## config.mk

```make
export PLATFORM = sky130hd
export DESIGN_NAME = sound_out_fifo
export DESIGN_NICKNAME = d
export VERILOG_FILES = /design/src/rtl/sound_out_fifo_pkg.sv /design/src/rtl/sound_fifo_mem.sv /design/src/rtl/sound_out_fifo.sv
export SDC_FILE = /design/constraint.sdc
export NUM_CORES = 1
export LEC_CHECK = 0
export BUFFER_PORTS_ARGS = -buffer_cell sky130_fd_sc_hd__buf_2
export CAP_MARGIN = 20
export CORE_ASPECT_RATIO = 0.9
export CORE_MARGIN = 4
export CORE_UTILIZATION = 54
export DETAILED_ROUTE_END_ITERATION = 12
export GPL_TIMING_DRIVEN = 0
export PLACE_DENSITY = 0.75
export SKIP_LAST_GASP = 1
export SYNTH_ARGS = -nofsm -noshare
export SYNTH_HDL_FRONTEND = slang
export SYNTH_SLANG_ARGS = --single-unit
```

## constraint.sdc

```tcl
create_clock -name in_clk -period 3.7 [get_ports in_clk]
set_input_delay 0.925 -clock in_clk [delete_from_list [all_inputs] [get_ports in_clk]]
set_output_delay 0.925 -clock in_clk [all_outputs]
set_load 0.03 [all_outputs]
```

## src/rtl/sound_out_fifo_pkg.sv

```systemverilog
// Shared types and constants for the sound output FIFO: playback state,
// default sizing and the sample sent on an underrun.
package sound_out_fifo_pkg;

  typedef enum logic [1:0] {
    ST_IDLE  = 2'd0,
    ST_PRIME = 2'd1,
    ST_RUN   = 2'd2,
    ST_DRAIN = 2'd3
  } fifo_state_t;

  localparam int DEPTH_DEF     = 8;
  localparam int LOW_WATER_DEF = 4;
  localparam logic [31:0] SILENCE = 32'h0000_0000;

endpackage

```

## src/rtl/sound_fifo_mem.sv

```systemverilog
// Sample storage for the sound FIFO: circular buffer with an entry count and a
// registered read port. The caller only asserts push/pop when they are legal.
module sound_fifo_mem #(
  parameter int DEPTH = 8
) (
  input  logic                     in_clk,
  input  logic                     reset_n,
  input  logic                     i_push,
  input  logic                     i_pop,
  input  logic [31:0]              i_wr_data,
  output logic [31:0]              o_rd_data,
  output logic [$clog2(DEPTH):0]   o_level
);

  localparam int AW = $clog2(DEPTH);
  localparam int LW = AW + 1;

  logic [31:0]   r_mem [DEPTH];
  logic [AW-1:0] r_wr_ptr;
  logic [AW-1:0] r_rd_ptr;
  logic [31:0]   r_rd_data;
  logic [LW-1:0] r_level;

  // Storage array: contents are meaningless until written, so it has no reset.
  always_ff @(posedge in_clk) begin
    if (i_push) begin
      r_mem[r_wr_ptr] <= i_wr_data;
    end
  end

  // Pointers wrap naturally because DEPTH is a power of two.
  always_ff @(posedge in_clk) begin
    if (!reset_n) begin
      r_wr_ptr  <= '0;
      r_rd_ptr  <= '0;
      r_level   <= '0;
      r_rd_data <= 32'h0000_0000;
    end else begin
      r_wr_ptr <= r_wr_ptr + AW'(i_push);
      r_rd_ptr <= r_rd_ptr + AW'(i_pop);
      r_level  <= r_level + LW'(i_push) - LW'(i_pop);
      if (i_pop) begin
        r_rd_data <= r_mem[r_rd_ptr];
      end else begin
        r_rd_data <= r_rd_data;
      end
    end
  end

  assign o_rd_data = r_rd_data;
  assign o_level   = r_level;

endmodule

```

## src/rtl/sound_out_fifo.sv

```systemverilog
// Playback FIFO between the NeXT sound DMA and the I2S sender: buffers samples,
// sequences IDLE/PRIME/RUN/DRAIN and reports underrun/overflow.
module sound_out_fifo
  import sound_out_fifo_pkg::*;
#(
  parameter int DEPTH     = DEPTH_DEF,
  parameter int LOW_WATER = LOW_WATER_DEF
) (
  input  logic                   in_clk,
  input  logic                   reset_n,
  input  logic                   wr_valid,
  input  logic [31:0]            wr_data,
  input  logic                   wr_end,
  input  logic                   sound_start,
  input  logic                   audio_req,
  output logic                   out_valid,
  output logic [31:0]            out_data,
  output logic                   audio_start_out,
  output logic                   fifo_req,
  output logic [$clog2(DEPTH):0] level,
  output logic                   underrun,
  output logic                   overflow
);

  localparam int LW = $clog2(DEPTH) + 1;

  fifo_state_t   r_state;
  fifo_state_t   w_state_nxt;
  logic          r_end_seen;
  logic          r_out_valid;
  logic          r_silence;
  logic          r_audio_start;
  logic          r_fifo_req;
  logic          r_underrun;
  logic          r_overflow;
  logic          w_pop;
  logic          w_push;
  logic          w_drop;
  logic          w_under;
  logic          w_clear;
  logic [LW-1:0] w_level_nxt;
  logic [31:0]   w_rd_data;

  // A pop frees a slot, so a write coinciding with a pop at full is accepted.
  assign w_pop   = audio_req && (r_state == ST_RUN || r_state == ST_DRAIN) && (level != LW'(0));
  assign w_under = audio_req && (r_state == ST_RUN) && (level == LW'(0));
  assign w_push  = wr_valid && ((level != LW'(DEPTH)) || w_pop);
  assign w_drop  = wr_valid && !w_push;
  assign w_clear = (r_state == ST_IDLE) && sound_start;
  assign w_level_nxt = level + LW'(w_push) - LW'(w_pop);

  sound_fifo_mem #(
    .DEPTH(DEPTH)
  ) u_mem (
    .in_clk    (in_clk),
    .reset_n   (reset_n),
    .i_push    (w_push),
    .i_pop     (w_pop),
    .i_wr_data (wr_data),
    .o_rd_data (w_rd_data),
    .o_level   (level)
  );

  always_comb begin
    w_state_nxt = r_state;
    case (r_state)
      ST_IDLE:  if (sound_start) w_state_nxt = ST_PRIME; else w_state_nxt = ST_IDLE;
      ST_PRIME: if (level == LW'(DEPTH) || (w_push && wr_end)) w_state_nxt = ST_RUN;
                else w_state_nxt = ST_PRIME;
      ST_RUN:   if (r_end_seen || (w_push && wr_end)) w_state_nxt = ST_DRAIN;
                else w_state_nxt = ST_RUN;
      ST_DRAIN: if (audio_req && w_level_nxt == LW'(0)) w_state_nxt = ST_IDLE;
                else w_state_nxt = ST_DRAIN;
      default:  w_state_nxt = ST_IDLE;
    endcase
  end

  // An end word accepted while priming still has to take RUN on to DRAIN.
  always_ff @(posedge in_clk) begin
    if (!reset_n) begin
      r_state       <= ST_IDLE;
      r_end_seen    <= 1'b0;
      r_out_valid   <= 1'b0;
      r_silence     <= 1'b0;
      r_audio_start <= 1'b0;
      r_fifo_req    <= 1'b0;
      r_underrun    <= 1'b0;
      r_overflow    <= 1'b0;
    end else begin
      r_state       <= w_state_nxt;
      r_out_valid   <= w_pop || w_under;
      r_audio_start <= (r_state == ST_PRIME) && (w_state_nxt == ST_RUN);
      r_fifo_req    <= (w_state_nxt == ST_PRIME || w_state_nxt == ST_RUN) &&
                       (w_level_nxt <= LW'(LOW_WATER));
      r_underrun    <= (r_underrun && !w_clear) || w_under;
      r_overflow    <= (r_overflow && !w_clear) || w_drop;
      if (w_pop || w_under) begin
        r_silence <= w_under;
      end else begin
        r_silence <= r_silence;
      end
      if (r_state == ST_IDLE) begin
        r_end_seen <= 1'b0;
      end else if (r_state == ST_PRIME && w_push && wr_end) begin
        r_end_seen <= 1'b1;
      end else begin
        r_end_seen <= r_end_seen;
      end
    end
  end

  assign out_valid       = r_out_valid;
  assign out_data        = r_silence ? SILENCE : w_rd_data;
  assign audio_start_out = r_audio_start;
  assign fifo_req        = r_fifo_req;
  assign underrun        = r_underrun;
  assign overflow        = r_overflow;

endmodule

```

Word-level counts from Yosys, hierarchy flattened --
Memories as Yosys holds them, arrays and structs flattened. A register that Yosys moved wholly into a read port is not among the register bits. Cells that the tools add are included.
Cells by class: $add $sub $neg 4, magnitude comparators 1, equality and inequality tests 7, multiplexer cells 8, bitwise logic cells 1, reductions and logical operators 31
Operator list (count):
- $mux W32 | 1
- $logic_and A1 B1 Y1 | 15
- $logic_not A4 Y1 | 2
- $logic_or A1 B1 Y1 | 8
- $pmux W2 S4 | 1
- $add A3 B1 Y3 | 2
- $eq A2 B2 Y1 const B | 3
- $add A4 B1 Y4 | 1
- $eq A2 B1 Y1 const B | 2
- $eq A4 B4 Y1 const B | 1
- $le A4 B3 Y1 const B | 1
- $mux W1 | 4
- $mux W2 | 2
- $ne A4 B4 Y1 const B | 1
- $reduce_bool A4 Y1 | 1
- $sub A4 B1 Y4 | 1
- $logic_not A1 Y1 | 3
- $logic_not A2 Y1 | 1
- $reduce_or A2 Y1 | 1
- $not A1 Y1 | 1
Word-level totals: register bits after elaboration 19, bits in writable memories 256, input port bits 38, output and inout port bits 41, logic and storage cells 64, memories 1
Memory list:
- u_mem.r_mem | words 8, bits a word 32, read ports 1, clocked after memory_dff 1, write ports 1, RTL line sound_fifo_mem.sv:18 | logic [31:0] r_mem [DEPTH];

Logic depth before layout (Yosys ltp) --
depth after elaboration 15, gate-level depth with buffers 16, depth with buffers taken out 16

Hierarchy --
Synthesis repeated with hierarchy kept, for this count alone.
Second synthesis, totals: cells, all modules 748, area total of the unflattened synthesis 12141.6 um^2
By module, submodules not included:
- sound_fifo_mem | times used 1, cells an instance 641, area each 11312.1 um^2, sequential area each 8528.2 um^2
- sound_out_fifo | times used 1, cells an instance 107, area each 829.5 um^2, sequential area each 180.2 um^2

Worst setup path after synthesis --
OpenSTA, ideal clock, no wires.
path type in2reg, start input port audio_req, end memory u_mem.r_mem[0][0] (enable), library setup time 0.461 ns, arrival time 3.580 ns, data required time 3.239 ns, path slack -0.341 ns, stages on the path 4, path buffers 0, cell sequence nand2_1 o21ai_1 nand3b_1 nor3_1
On the way: longest elaborated chain between the ends 6
RTL lines:
- start: declaration | RTL line sound_out_fifo.sv:15 | input logic audio_req,
- $logic_and A1 B1 Y1 (2 in series) | RTL line sound_out_fifo.sv:45 | assign w_pop = audio_req && (r_state == ST_RUN || r_state == ST_DRAIN) && (level != LW'(0));
- $logic_or A1 B1 Y1 | RTL line sound_out_fifo.sv:47 | assign w_push = wr_valid && ((level != LW'(DEPTH)) || w_pop);
- $logic_and A1 B1 Y1 | RTL line sound_out_fifo.sv:47
- $mux W1 | RTL line sound_fifo_mem.sv:26 | if (i_push) begin
- $mux W1 (implied by the code) | RTL line sound_fifo_mem.sv:27 | r_mem[r_wr_ptr] <= i_wr_data;
- end: declaration | RTL line sound_fifo_mem.sv:18
No other way between the ends.

Worst setup path in the final report --
start register u_mem.r_level[2], in the netlist u_mem.o_level[2], end register r_fifo_req, in the netlist fifo_req
On the way: longest elaborated chain between the ends 13, elaborated cells between the ends (all ways) 22, classes of those cells add/sub (2); order compare (1); eq/ne (4); mux (4); reduce/logical (11)
RTL lines:
- start: declaration | RTL line sound_fifo_mem.sv:22 | logic [LW-1:0] r_level;
- start signal: assignment | RTL line sound_fifo_mem.sv:41 | r_level <= r_level + LW'(i_push) - LW'(i_pop);
- $reduce_bool A4 Y1 | RTL line sound_out_fifo.sv:45
- $logic_and A1 B1 Y1 | RTL line sound_out_fifo.sv:45
- $logic_or A1 B1 Y1 | RTL line sound_out_fifo.sv:47
- $logic_and A1 B1 Y1 | RTL line sound_out_fifo.sv:47
- $add A4 B1 Y4 | RTL line sound_out_fifo.sv:50 | assign w_level_nxt = level + LW'(w_push) - LW'(w_pop);
- $sub A4 B1 Y4 | RTL line sound_out_fifo.sv:50
- $logic_not A4 Y1 | RTL line sound_out_fifo.sv:72 | ST_DRAIN: if (audio_req && w_level_nxt == LW'(0)) w_state_nxt = ST_IDLE;
- $logic_and A1 B1 Y1 | RTL line sound_out_fifo.sv:72
- $mux W2 | RTL line sound_out_fifo.sv:72
- $pmux W2 S4 * | RTL line sound_out_fifo.sv:66 | case (r_state)
- named net w_state_nxt[1] | RTL line sound_out_fifo.sv:28 | fifo_state_t w_state_nxt;
- $eq A2 B1 Y1 or $eq A2 B2 Y1 (tied branches) | RTL line sound_out_fifo.sv:93 | r_fifo_req <= (w_state_nxt == ST_PRIME || w_state_nxt == ST_RUN) &&
- $logic_or A1 B1 Y1 * | RTL line sound_out_fifo.sv:93
- $logic_and A1 B1 Y1 * | RTL line sound_out_fifo.sv:93
- end signal: assignment | RTL line sound_out_fifo.sv:93
- end: declaration | RTL line sound_out_fifo.sv:33 | logic r_fifo_req;
The timed path passes the listed nets; every way through them passes the cells marked *. A chain may end at the register's enable or synchronous reset.

==> flow_metrics.env <==
export IMPL_initial_core_util=0.5473
export IMPL_min_delay_path_class="flop to flop"
export IMPL_p_leak_nw=4.790
export IMPL_cts_buffer_depth=3
export IMPL_synth_main_ff_cell="edfxtp_1"
export IMPL_yosysSeqAreaShare=0.7378
export IMPL_cts_num_sinks=307
export IMPL_firstDrtPassIters=5
export IMPL_hold_depth=2
export IMPL_finalCritPeriodShare=0.9629
export IMPL_status="completed"
export IMPL_cp_max_fo=5
export IMPL_drc=0
export IMPL_arrival_ps=4030
export IMPL_grt_usage=0.2086
export IMPL_ir_drop_mv=0.3777
export IMPL_antenna_left=0
export IMPL_setup_viol=0
export IMPL_synth_seq_cells=307
export IMPL_reg2reg_setup_slack_ps=140
export IMPL_ys_warn_count=0
export IMPL_die_area_um2=24290
export IMPL_wl_mm=24.82
export IMPL_path_clk_slew_ps=60
export IMPL_synth_distinct_cells=42
export IMPL_grt_pass1_vias=6442
export IMPL_min_to="overflow"
export IMPL_hold_violations=0
export IMPL_final_fill_count=1497
export IMPL_powerDensity_nw_per_um2=592.4
export IMPL_cts_buffers=30
export IMPL_place_congestion=0.8299
export IMPL_io_pins=79
export IMPL_min_from="overflow"
export IMPL_grt_overflow=0
export IMPL_netlist_area_leader_share=0.6513
export IMPL_clock_latency_ps=560
export IMPL_worst_ep_required_time_ps=4170
export IMPL_r2r_end="fifo_req"
export IMPL_fin_nets=792
export IMPL_path_class="flop to flop"
export IMPL_dr_total_vias=6123
export IMPL_synth_edf_count=256
export IMPL_drv_slew=0
export IMPL_mostFrequentLayoutCells="edfxtp_1, buf_2, mux4_2"
export IMPL_grt_setup_unrepaired="false"
export IMPL_whs_ps=504.8
export IMPL_htreeDepth=1
export IMPL_synth_fp_nets=671
export IMPL_ys_async_sr_fraction=0
export IMPL_die_x_um=163.8
export IMPL_worst_pin_slew_ps=746.8
export IMPL_fmax_mhz=280.7
export IMPL_worstRegToRegCells=16
export IMPL_clock_skew_ps=7.524
export IMPL_drtIter0Drc=548
export IMPL_start_kind="flop"
export IMPL_layout_commonest_cell="edfxtp_1"
export IMPL_fin_ws_ps=137.2
export IMPL_worstSetupEndpointType="flop"
export IMPL_grt_antenna_before_repair=1
export IMPL_drive_above_1_share=0.3181
export IMPL_synth_area_um2=11800
export IMPL_syn_area_per_cell_um2=18.98
export IMPL_dpl_worst_slack_ps=-535.5
export IMPL_slew_headroom=0.5005
export IMPL_min_period_ps=3563
export IMPL_cts_tree="built"
export IMPL_rows=51
export IMPL_postSynthCellCount=622
export IMPL_via_per_inst=5.787
export IMPL_dp_hpwl_mm=15.62
export IMPL_port_buffers=78
export IMPL_grt_first_pass_wirelength_mm=37.78
export IMPL_synth_top_cell_by_area="edfxtp_1"
export IMPL_root_buffer="clkbuf_16"
export IMPL_synth_area_leaders="edfxtp_1, mux4_2, dfxtp_1, mux2i_1, nor2b_1"
export IMPL_rr_startpoint="u_mem.o_level[2]"
export IMPL_drv_cap=0
export IMPL_die_y_um=148.3
export IMPL_core_area_um2=21570
export IMPL_grt_max_degree=24
export IMPL_wl_per_cell_um=23.46
export IMPL_area_growth_pct=18.70
export IMPL_n_antenna_cell=0
## through the flow
step / cell area (µm²) / setup TNS (ps) / utilization / total power [mW] / std cells
5_1_grt: 14010 / 0 / 0.6496 / 8.597 / 1058
2_1_floorplan: 11810 / 0 / - / 4.616 / 622
6_report: 14010 / 0 / 0.6496 / 8.301 / 1058
4_1_cts: 14000 / 0 / 0.6491 / 8.346 / 1057
3_3_place_gp: 12570 / -266830 / 0.5827 / 4.851 / 991
3_5_place_dp: 12850 / -662.9 / 0.5958 / 4.959 / 1001
## synth_stat cells, types with 8 or more instances
master / count
a21oi_1: 35
buf_2: 16
clkbuf_1: 9
dfxtp_1: 51
edfxtp_1: 256
ha_1: 10
inv_1: 8
mux2i_1: 32
mux4_2: 63
nor2_1: 19
nor2b_1: 33
o21ai_0: 35
## critical path: stages, from the launching register on
cell and delay (ps):
dfxtp_1 320, inv_1 80, ha_1 240, a21o_1 230
inv_4 120, nand2b_1 110, o21ai_0 100, ha_1 210
inv_1 60, fa_1 500, nor2b_1 170, nand4_1 170
o31ai_2 300, nand2_1 100, ha_1 270, or3_1 360
nor3_1 140
## power breakdown
| group | internal (mW) | switching, mW | leakage [nW] |
|---|---|---|---|
| Sequential | 3.95 | 0.0702 | 2.74 |
| Clock | 2.13 | 1.28 | 0.557 |
| Combinational | 0.349 | 0.524 | 1.50 |
## what timing repair did
action | 4_1_cts | 5_1_grt
gates resized for setup | 4 | 1
hold buffers | 0 | 0
hold endpoints to repair | 0 | 0
setup endpoints to repair | 1 | 1
setup buffers | 0 | 1
pin swaps | 0 | 2
## cell families (layout without fill, tap and decap cells)
kind of cell | after synthesis | in the layout | share of synthesized area
xor+xnor | 3 | 3 | 0.002226
compound gates | 78 | 78 | 0.03509
simple gates | 86 | 86 | 0.04071
flops | 307 | 307 | 0.7378
buf+inv | 41 | 186 | 0.02237
mux | 96 | 96 | 0.1496
fa+ha+maj | 11 | 11 | 0.01230
## how the worst max path moves through the flow
stage	from	to	slack [ps]	cells past startpoint
after floorplan	audio_req	fifo_req	120	15
after global placement	audio_req	u_mem.r_mem[4][5]	-1140	5
after detailed placement	audio_req	fifo_req	-540	16
after CTS	u_mem.o_level[2]	fifo_req	70	16
after global routing	u_mem.o_level[2]	fifo_req	20	16
final	u_mem.o_level[2]	fifo_req	140	16
## final cells by class
cell class / instances / area [µm²] / share of cell area
Buffer: 32 / 230.2 / 0.01643
Clock buffer: 35 / 809.5 / 0.05778
Clock inverter: 21 / 327.8 / 0.02340
Inverter: 9 / 36.28 / 0.002590
Multi-Input combinational cell: 274 / 2910 / 0.2077
Sequential cell: 307 / 8710 / 0.6216
Tap cell: 291 / 364.1 / 0.02599
Timing Repair Buffer: 89 / 623.1 / 0.04447
## routing by layer
layer	global-route usage	up-vias	wire (µm)
met5	0	-	7
met4	0.04025	2	438
met3	0.03768	47	1723
met2	0.3552	241	12490
met1	0.2895	3122	10160
li1	-	2711	-
## registers in the layout, indices dropped and copies added (netlist names)
signal	count
audio_start_out	1
fifo_req	1
out_valid	1
overflow	1
r_end_seen	1
r_silence	1
r_state	2
u_mem.o_level	4
u_mem.o_rd_data	32
u_mem.r_mem	256
u_mem.r_rd_ptr	3
u_mem.r_wr_ptr	3
underrun	1
Power figures use the tool's default switching activity.
